**src/rtl/datapath_sequencer.sv**
```systemverilog
// -----------------------------------------------------------------------------
// datapath_sequencer
//
// Command-driven controller for the 16-bit A/B/C register + ALU datapath.
// One command is accepted at a time over cmd_valid/cmd_ready. Each command
// is expanded into the phases LOAD (register-write strobes), EXEC (register
// read strobes plus outregwrite), READ (one output-register read strobe) and
// DONE (one-cycle done pulse). Phases that the command does not need are
// skipped. All outputs are registered Moore outputs.
//
// Ports:
//   clk, rst                      clock, asynchronous active-high reset
//   cmd_valid / cmd_ready         command handshake (ready only in IDLE)
//   cmd_op, cmd_x, cmd_y          opcode and operands, captured on accept
//   cmd_load[2:0]                 A/B/C register write enables
//   cmd_rsel[1:0]                 A/C register read enables
//   cmd_dst[1:0]                  outregwrite code, 00 = no execute phase
//   op_code_alu, Mem_Dat_X/Y      captured opcode/operands to the datapath
//   aregwrite, bregwrite, cregwrite
//   aregread, cregread, outregwrite
//   aoutregread, boutregread, coutregread
//   done                          one-cycle completion pulse
//
// Optional feature macro: DATAPATH_SEQUENCER_PERF_EN
//   Adds output perf_cnt[15:0], a wrapping count of done pulses.
// -----------------------------------------------------------------------------
module datapath_sequencer #(
  parameter int DATA_W      = 16,
  parameter int OP_W        = 4,
  parameter int LOAD_CYCLES = 2,
  parameter int EXEC_CYCLES = 2
) (
  input  logic              clk,
  input  logic              rst,
  input  logic              cmd_valid,
  output logic              cmd_ready,
  input  logic [OP_W-1:0]   cmd_op,
  input  logic [DATA_W-1:0] cmd_x,
  input  logic [DATA_W-1:0] cmd_y,
  input  logic [2:0]        cmd_load,
  input  logic [1:0]        cmd_rsel,
  input  logic [1:0]        cmd_dst,
  output logic [OP_W-1:0]   op_code_alu,
  output logic [DATA_W-1:0] Mem_Dat_X,
  output logic [DATA_W-1:0] Mem_Dat_Y,
  output logic              aregwrite,
  output logic              bregwrite,
  output logic              cregwrite,
  output logic              aregread,
  output logic              cregread,
  output logic [1:0]        outregwrite,
  output logic              aoutregread,
  output logic              boutregread,
  output logic              coutregread,
  output logic              done
`ifdef DATAPATH_SEQUENCER_PERF_EN
  ,
  output logic [15:0]       perf_cnt
`endif
);

  typedef enum logic [2:0] {
    IDLE = 3'd0,
    LOAD = 3'd1,
    EXEC = 3'd2,
    READ = 3'd3,
    DONE = 3'd4
  } state_t;

  // The phase counter is loaded with (cycles - 1) and the phase ends at 0.
  localparam logic [3:0] LOAD_CNT = 4'(LOAD_CYCLES - 1);
  localparam logic [3:0] EXEC_CNT = 4'(EXEC_CYCLES - 1);

  state_t              state_q, state_d;
  logic [3:0]          cnt_q, cnt_d;
  logic [OP_W-1:0]     op_q, op_d;
  logic [DATA_W-1:0]   x_q, x_d;
  logic [DATA_W-1:0]   y_q, y_d;
  logic [2:0]          load_q, load_d;
  logic [1:0]          rsel_q, rsel_d;
  logic [1:0]          dst_q, dst_d;
  logic                ready_q, ready_d;
  logic                aw_q, aw_d, bw_q, bw_d, cw_q, cw_d;
  logic                ar_q, ar_d, cr_q, cr_d;
  logic [1:0]          ow_q, ow_d;
  logic                aor_q, aor_d, bor_q, bor_d, cor_q, cor_d;
  logic                done_q, done_d;
  logic [15:0]         perf_q, perf_d;

  // Next-state, command capture and phase counter, followed by Moore output
  // decode from the next state so the registered outputs line up with it.
  always_comb begin
    state_d = state_q;
    cnt_d   = cnt_q;
    op_d    = op_q;
    x_d     = x_q;
    y_d     = y_q;
    load_d  = load_q;
    rsel_d  = rsel_q;
    dst_d   = dst_q;

    case (state_q)
      IDLE: begin
        if (cmd_valid) begin
          op_d   = cmd_op;
          x_d    = cmd_x;
          y_d    = cmd_y;
          load_d = cmd_load;
          rsel_d = cmd_rsel;
          dst_d  = cmd_dst;
          if (cmd_load != 3'd0) begin
            state_d = LOAD;
            cnt_d   = LOAD_CNT;
          end else if (cmd_dst != 2'd0) begin
            state_d = EXEC;
            cnt_d   = EXEC_CNT;
          end else begin
            state_d = DONE;
          end
        end else begin
          state_d = IDLE;
        end
      end
      LOAD: begin
        if (cnt_q == 4'd0) begin
          if (dst_q != 2'd0) begin
            state_d = EXEC;
            cnt_d   = EXEC_CNT;
          end else begin
            state_d = DONE;
          end
        end else begin
          cnt_d = cnt_q - 4'd1;
        end
      end
      EXEC: begin
        if (cnt_q == 4'd0) begin
          state_d = READ;
        end else begin
          cnt_d = cnt_q - 4'd1;
        end
      end
      READ: begin
        state_d = DONE;
      end
      DONE: begin
        state_d = IDLE;
      end
      default: begin
        state_d = IDLE;
        cnt_d   = 4'd0;
      end
    endcase

    ready_d = (state_d == IDLE);
    aw_d    = (state_d == LOAD) && load_d[0];
    bw_d    = (state_d == LOAD) && load_d[1];
    cw_d    = (state_d == LOAD) && load_d[2];
    ar_d    = (state_d == EXEC) && rsel_d[0];
    cr_d    = (state_d == EXEC) && rsel_d[1];
    ow_d    = (state_d == EXEC) ? dst_d : 2'b00;
    aor_d   = (state_d == READ) && (dst_d == 2'b01);
    bor_d   = (state_d == READ) && (dst_d == 2'b10);
    cor_d   = (state_d == READ) && (dst_d == 2'b11);
    done_d  = (state_d == DONE);
    // Counts alongside done so the count is visible in the done cycle.
    perf_d  = done_d ? (perf_q + 16'd1) : perf_q;
  end

  // State, captured command and registered outputs.
  always_ff @(posedge clk or posedge rst) begin
    if (rst) begin
      state_q <= IDLE;
      cnt_q   <= 4'd0;
      op_q    <= '0;
      x_q     <= '0;
      y_q     <= '0;
      load_q  <= 3'd0;
      rsel_q  <= 2'd0;
      dst_q   <= 2'd0;
      ready_q <= 1'b1;
      aw_q    <= 1'b0;
      bw_q    <= 1'b0;
      cw_q    <= 1'b0;
      ar_q    <= 1'b0;
      cr_q    <= 1'b0;
      ow_q    <= 2'b00;
      aor_q   <= 1'b0;
      bor_q   <= 1'b0;
      cor_q   <= 1'b0;
      done_q  <= 1'b0;
      perf_q  <= 16'd0;
    end else begin
      state_q <= state_d;
      cnt_q   <= cnt_d;
      op_q    <= op_d;
      x_q     <= x_d;
      y_q     <= y_d;
      load_q  <= load_d;
      rsel_q  <= rsel_d;
      dst_q   <= dst_d;
      ready_q <= ready_d;
      aw_q    <= aw_d;
      bw_q    <= bw_d;
      cw_q    <= cw_d;
      ar_q    <= ar_d;
      cr_q    <= cr_d;
      ow_q    <= ow_d;
      aor_q   <= aor_d;
      bor_q   <= bor_d;
      cor_q   <= cor_d;
      done_q  <= done_d;
      perf_q  <= perf_d;
    end
  end

  assign cmd_ready   = ready_q;
  assign op_code_alu = op_q;
  assign Mem_Dat_X   = x_q;
  assign Mem_Dat_Y   = y_q;
  assign aregwrite   = aw_q;
  assign bregwrite   = bw_q;
  assign cregwrite   = cw_q;
  assign aregread    = ar_q;
  assign cregread    = cr_q;
  assign outregwrite = ow_q;
  assign aoutregread = aor_q;
  assign boutregread = bor_q;
  assign coutregread = cor_q;
  assign done        = done_q;

`ifdef DATAPATH_SEQUENCER_PERF_EN
  assign perf_cnt = perf_q;
`else
  logic perf_unused_s;
  assign perf_unused_s = ^perf_q;
`endif

endmodule

```
**config.mk**
```make
export PLATFORM = sky130hd
export DESIGN_NAME = datapath_sequencer
export DESIGN_NICKNAME = d
export VERILOG_FILES = /design/src/rtl/datapath_sequencer.sv
export SDC_FILE = /design/constraint.sdc
export NUM_CORES = 1
export LEC_CHECK = 0
export ABC_AREA = 1
export BUFFER_PORTS_ARGS = -buffer_cell sky130_fd_sc_hd__buf_4
export CAP_MARGIN = 20
export CORE_ASPECT_RATIO = 1.25
export CORE_UTILIZATION = 45
export CTS_CLUSTER_DIAMETER = 120
export DETAILED_ROUTE_END_ITERATION = 16
export PLACE_DENSITY = 0.72
export SLEW_MARGIN = 10
export SYNTH_ARGS = -nofsm -noshare
export SYNTH_HDL_FRONTEND = slang
export SYNTH_SLANG_ARGS = --single-unit
```
**constraint.sdc**
```tcl
create_clock -name clk -period 1.9 [get_ports clk]
set_input_delay 0 -clock clk [delete_from_list [all_inputs] [get_ports clk]]
set_output_delay 0 -clock clk [all_outputs]
set_load 0.005 [all_outputs]
```
==> results.sh, run 1 <==
export IMPL_rows=30
export IMPL_switchingPower_w=0.002019
export IMPL_first_global_vias=2417
export IMPL_die_w_um=69.64
export IMPL_gp_congestion=0.9107
export IMPL_finalMaxSlewViolations=0
export IMPL_switching_share_pct=36.41
export IMPL_syn_cell_area_um2=2574
export IMPL_grt_pass1_wl_um=11100
export IMPL_die_y_um=86.56
export IMPL_synth_distinct_cells=24
export IMPL_fin_setup_tns_ns=0
export IMPL_worstRegToRegCells=8
export IMPL_synthMuxAreaShare_pct=0
export IMPL_drt_pass1_iterations=4
export IMPL_endpoint_kind="register"
export IMPL_die_area_um2=6028
export IMPL_min_to="load_q[1]$_DFF_PP0_"
export IMPL_crit_fanout=4
export IMPL_grt_usage_pct=24.01
export IMPL_final_setup_viol_count=0
export IMPL_hold_depth=3
export IMPL_pre_cts_ws_ns=0.2362
export IMPL_synth_nets=349
export IMPL_rrSetupSlack_ns=0.26
export IMPL_antenna_cells=0
export IMPL_rsz0062_at_grt="false"
export IMPL_synth_fa_ha_area_share_pct=0.4861
export IMPL_synth_edff_count=0
export IMPL_ant_nets=0
export IMPL_ir_drop_uv=889.2
export IMPL_finalWorstSetupSlack_ns=0.2567
export IMPL_min_period_over_period_pct=86.49
export IMPL_io_buffers=93
export IMPL_fin_skew_ns=0.004082
export IMPL_timing_rr_start="cnt_q[0]$_DFFE_PP0P_"
export IMPL_synth_compound_area_share_pct=2.188
export IMPL_ys_flop_type="dfrtp_1"
export IMPL_clk_pin_slew_worst_paths_ns=0.06
export IMPL_antenna_found_initial=0
export IMPL_ys_ff_latch=62
export IMPL_p_leak_nw=2.213
export IMPL_final_nets=490
export IMPL_final_util_pct=71.37
export IMPL_min_from="cmd_load[1]"
export IMPL_core_area_um2=5480
export IMPL_critPathKind="register to register"
export IMPL_grt_max_degree=63
export IMPL_clk_path_buf_depth=2
export IMPL_met3_length_um=325
export IMPL_avgSynthCellArea_um2=8.522
export IMPL_area_growth_syn_to_layout_pct=51.97
export IMPL_wirelength_um=6968
export IMPL_cts_root_buffer="clkbuf_8"
export IMPL_drc_errors=0
export IMPL_cts_made_buffers=9
export IMPL_overflow=0
export IMPL_synth_top_family_by_area="simple AND/OR/NAND/NOR gates"
export IMPL_h_tree_depth=3
export IMPL_worstMarginPinSlew_ns=0.3724
export IMPL_clock_latency_ns=0.33
export IMPL_dpl_hpwl_um=4184
export IMPL_numClockSinks=62
export IMPL_ios=94
export IMPL_ys_seq_area_share_pct=60.33
export IMPL_status="complete, no violations"
export IMPL_route_layer_met1_wl_um=2712
export IMPL_p_clk_share_pct=17.0
export IMPL_routed_via_density=4.839
export IMPL_start_util_pct=46.96
export IMPL_yosys_warnings=0
export IMPL_maxCapViolations=0
export IMPL_r2r_end="outregwrite[0]$_DFF_PP0_"
export IMPL_highest_layer="met4"
export IMPL_drtIter0Drc=106
export IMPL_drive_above_1_share_pct=28.25
export IMPL_cp_arrival_ns=1.90
export IMPL_min_path_type="input port to register"
export IMPL_synthCells=302
export IMPL_cts_setup_buffers=0
export IMPL_period_needed_ns=1.643
export IMPL_max_freq_ghz=0.6085
export IMPL_maxSlewHeadroom_pct=75.17
export IMPL_wl_per_cell_um=13.66
export IMPL_cts_tree="built"
export IMPL_cp_start_kind="register"
export IMPL_synthArstFlopShare_pct=100.0
export IMPL_synth_simple_gate_area_share_pct=30.53
export IMPL_report_final_hold_viol_count=0
export IMPL_required_ns=2.16
export IMPL_power_density_nw_per_um2=1417
export IMPL_pwr_share_comb_pct=42.8
export IMPL_internal_power_w=0.003525
export IMPL_routed_via_count=2468
export IMPL_synth_xor_area_share_pct=0.3403
export IMPL_seqPwrFrac_pct=40.2
export IMPL_wl_met2_um=3745
## critical path, cell delays in order (launching register included)
cell     delay (ns)
dfrtp_1        0.40
inv_1          0.12
ha_1           0.22
nand3_1        0.17
nand2_2        0.17
o21ai_2        0.12
nor2_2         0.15
nand2_1        0.12
nor2_1         0.11
## power groups by stage
stage	Combinational [W]	Sequential [W]	Clock [W]
6_report	0.00238	0.00223	0.000942
5_1_grt	0.00265	0.00228	0.00102
3_5_place_dp	0.00227	0.00223	0
2_1_floorplan	0.00122	0.00224	0
3_3_place_gp	0.00222	0.00222	0
4_1_cts	0.00235	0.00221	0.000962
## sequential cells by signal, indices dropped and copies added (netlist names)
name and flops:
bregwrite 1, dst_q 2, done 1, aoutregread 1, cregwrite 1, Mem_Dat_Y 16, cmd_ready 1, op_code_alu 4
aregwrite 1, rsel_q 2, Mem_Dat_X 16, outregwrite 2, boutregread 1, aregread 1, cnt_q 4, coutregread 1
state_q 3, cregread 1, load_q 3
## what timing repair did
| item | in CTS | in global routing |
|---|---|---|
| hold endpoints to repair | 110 | 0 |
| endpoints found under the setup margin | 0 | 1 |
| gates resized for setup | 0 | 1 |
| hold buffers | 43 | 0 |
## cells in the final DEF (no fill, tap or decap), drive strengths merged
master	instances
clkbuf	12
xnor2	1
inv	25
ha	1
nand4	1
nor2	22
o21ai	7
nor3	2
dfrtp	61
nand2	153
dlygate4sd3	43
clkinv	2
nand3	15
dfstp	1
buf	96
or2	2
a21oi	2
## cells in the mapped netlist (2+ instances only)
cell | n | share of area (%)
dfrtp_1 | 61 | 59
nand2_2 | 3 | 0.73
nand2_1 | 150 | 22
nor2_1 | 19 | 2.8
a21oi_1 | 2 | 0.39
buf_2 | 3 | 0.58
o21ai_1 | 3 | 0.58
inv_2 | 3 | 0.44
inv_1 | 22 | 3.2
nand3_1 | 15 | 2.9
buf_4 | 3 | 0.87
buf_6 | 2 | 0.87
nor2_2 | 2 | 0.49
or2_2 | 2 | 0.49
o21ai_2 | 3 | 1.0
## worst max-delay path by stage
stage                               from                        to  slack, ns  cells past startpoint
floorplan                            rst  Mem_Dat_X[0]$_DFFE_PP0P_       0.36                      1
global placement    cnt_q[0]$_DFFE_PP0P_  outregwrite[1]$_DFF_PP0_       0.29                      8
detailed placement  cnt_q[0]$_DFFE_PP0P_  outregwrite[0]$_DFF_PP0_       0.24                      8
CTS                 cnt_q[0]$_DFFE_PP0P_  outregwrite[0]$_DFF_PP0_       0.22                      8
global route        cnt_q[0]$_DFFE_PP0P_        aregread$_DFF_PP0_       0.07                      8
finish              cnt_q[0]$_DFFE_PP0P_  outregwrite[0]$_DFF_PP0_       0.26                      8
## cells by family (layout without fill, tap and decap cells)
logic type	Yosys count	count (layout)
AND/OR/NAND/NOR	195	195
buffers and inverters	34	178
AO/OA/AOI/OAI	9	9
XOR/XNOR	1	1
adder cells (fa/ha/maj)	1	1
flip-flops	62	62
## metal layers
layer / vias up / track usage, %
li1: 1201 / -
met1: 1160 / 26.91
met2: 87 / 43.78
met3: 20 / 5.349
met4: 0 / 10.73
met5: - / 0
## stage by stage
step                total power (W)  std cells  cell area [um^2]  hold slack, ns
global placement           0.004434        453              3323         0.09552
floorplan                  0.003454        302              2574          0.1096
detailed placement         0.004495        453              3323         0.09596
CTS                        0.005521        510              3909        0.004723
finish                     0.005544        510              3911         0.02161
global route               0.005952        510              3911         0.04140
## final cells by class
type,count,area (um^2)
Tap cell,64,80.08
Clock inverter,2,10.01
Sequential cell,62,1553
Inverter,25,93.84
Clock buffer,12,145.1
Multi-Input combinational cell,206,865.8
Fill cell,406,1569
Timing Repair Buffer,139,1164
Power figures use the tool's default switching activity.
==> inputs of run 2 (changes only) <==
- CORE_UTILIZATION: 45 -> 44
- PLACE_DENSITY: 0.72 -> 0.73
- clock period: 1.9 -> 1.5 ns (I/O delays scaled with it)
==> results.sh, run 2 (synthesized netlist as in run 1, its figures left out) <==
export IMPL_drc_errors=0
export IMPL_drive_above_1_share_pct=32.46
export IMPL_maxCapViolations=0
export IMPL_min_path_type="input port to async pin"
export IMPL_area_growth_syn_to_layout_pct=59.12
export IMPL_final_cell_mix="nand2_1 (149), buf_4 (101), dfrtp_1 (61)"
export IMPL_grt_max_degree=33
export IMPL_rows=30
export IMPL_die_y_um=87.51
export IMPL_grt_pass1_wl_um=11050
export IMPL_clk_pin_slew_worst_paths_ns=0.06
export IMPL_required_ns=1.71
export IMPL_finalWorstSetupSlack_ns=0.03941
export IMPL_ant_nets=0
export IMPL_fin_setup_tns_ns=0
export IMPL_gp_congestion=0.8921
export IMPL_routed_via_density=4.702
export IMPL_min_period_over_period_pct=97.37
export IMPL_antenna_cells=0
export IMPL_endpoint_kind="register"
export IMPL_first_global_vias=2457
export IMPL_drtIter0Drc=139
export IMPL_start_util_pct=46.64
export IMPL_timing_rr_start="state_q[1]$_DFF_PP0_"
export IMPL_routed_via_count=2445
export IMPL_dpl_hpwl_um=4211
export IMPL_grt_usage_pct=23.38
export IMPL_clock_latency_ns=0.33
export IMPL_clk_path_buf_depth=2
export IMPL_final_nets=499
export IMPL_hold_slack_ns=0.2304
export IMPL_final_setup_viol_count=0
export IMPL_pre_cts_ws_ns=-0.009430
export IMPL_cp_start_kind="register"
export IMPL_fin_skew_ns=0.007710
export IMPL_cts_tree="built"
export IMPL_critPathKind="register to register"
export IMPL_die_w_um=70.41
export IMPL_worstMarginPinSlew_ns=0.3965
export IMPL_die_area_um2=6161
export IMPL_overflow=0
export IMPL_cp_arrival_ns=1.67
export IMPL_maxSlewHeadroom_pct=73.51
export IMPL_report_final_hold_viol_count=0
export IMPL_cts_made_buffers=9
export IMPL_dp_cells=460
export IMPL_power_density_nw_per_um2=1832
export IMPL_cts_setup_buffers=0
export IMPL_ir_drop_uv=946.3
export IMPL_final_util_pct=74.22
export IMPL_status="complete, no violations"
export IMPL_finalMaxSlewViolations=0
export IMPL_wirelength_um=6681
export IMPL_layoutNonFillerInstCount=520
export IMPL_antenna_found_initial=0
export IMPL_h_tree_depth=3
export IMPL_final_common_cell="nand2_1"
export IMPL_wl_per_cell_um=12.85
export IMPL_max_freq_ghz=0.6847
export IMPL_rrSetupSlack_ns=0.04
export IMPL_drt_pass1_iterations=6
export IMPL_period_needed_ns=1.461
export IMPL_core_area_um2=5518
export IMPL_io_buffers=93
export IMPL_crit_fanout=32
export IMPL_worstRegToRegCells=7
export IMPL_cts_root_buffer="clkbuf_8"
export IMPL_numClockSinks=62
export IMPL_ios=94
export IMPL_r2r_end="coutregread$_DFF_PP0_"
export IMPL_p_leak_nw=2.278
[run 2: cell count changes in the layout (fill, tap and decap cells not counted), sizes merged]
cell | previous run | this run
inv | 25 | 24
dlygate4sd3 | 43 | 45
bufinv | 0 | 1
clkinvlp | 0 | 2
buf | 96 | 103
clkbuf | 12 | 11
[run 2: critical path: stages (launching register included)]
cell     delay, ns
dfrtp_1       0.48
nor2_2        0.16
nand2_2       0.13
buf_12        0.19
o21ai_2       0.17
inv_2         0.07
nand2_1       0.09
nor2_1        0.05
[run 2: stage by stage]
stage	total power, W	area (um^2)
after floorplan	0.004376	2577
after global placement	0.005743	3379
after detailed placement	0.005802	3379
after CTS	0.007341	4021
after global routing	0.008084	4095
final	0.007501	4095
[run 2: worst max path at each step]
stage | cells past startpoint | slack, ns | from | endpoint
detailed placement | 8 | -0.009 | cnt_q[0]$_DFFE_PP0P_ | cnt_q[1]$_DFFE_PP0P_
global placement | 9 | 0.05 | cnt_q[0]$_DFFE_PP0P_ | cnt_q[0]$_DFFE_PP0P_
finish | 7 | 0.04 | state_q[1]$_DFF_PP0_ | coutregread$_DFF_PP0_
global route | 8 | -0.03 | cnt_q[0]$_DFFE_PP0P_ | outregwrite[0]$_DFF_PP0_
floorplan | 9 | 0.12 | cnt_q[0]$_DFFE_PP0P_ | cnt_q[1]$_DFFE_PP0P_
CTS | 8 | -0.03 | cnt_q[0]$_DFFE_PP0P_ | outregwrite[0]$_DFF_PP0_
[run 2: power by group]
group          leakage (nW)  switching [W]  internal, W  total (W)
Combinational          1.40        0.00167      0.00160    0.00328
Sequential            0.779       0.000399      0.00242    0.00282
Clock                0.0952       0.000612     0.000798    0.00141
[run 2: what timing repair did]
action / in CTS / in global routing
pin swaps: 0 / 4
hold buffers: 45 / 0
gates resized for setup: 1 / 19
endpoints found under the setup margin: 8 / 25
endpoints found under the hold margin: 69 / 0
[run 2: final cells by class]
cell class	count	area, um^2
clock inverters	4	47.55
clock buffers	11	141.4
flip-flops and latches	62	1553
fillers	394	1423
multi-input cells	206	935.9
repair buffers	148	1240
inverters	25	97.59
well taps	64	80.08
[run 2: routing by layer]
| metal | global-route usage (%) | up-vias | wire [um] |
|---|---|---|---|
| met2 | 39.31 | 92 | 3324 |
| met4 | 9.273 | 0 | 154 |
| met1 | 28.95 | 1127 | 2815 |
| met5 | 0 | - | 0 |
| met3 | 6.019 | 16 | 387 |
| li1 | - | 1210 | - |
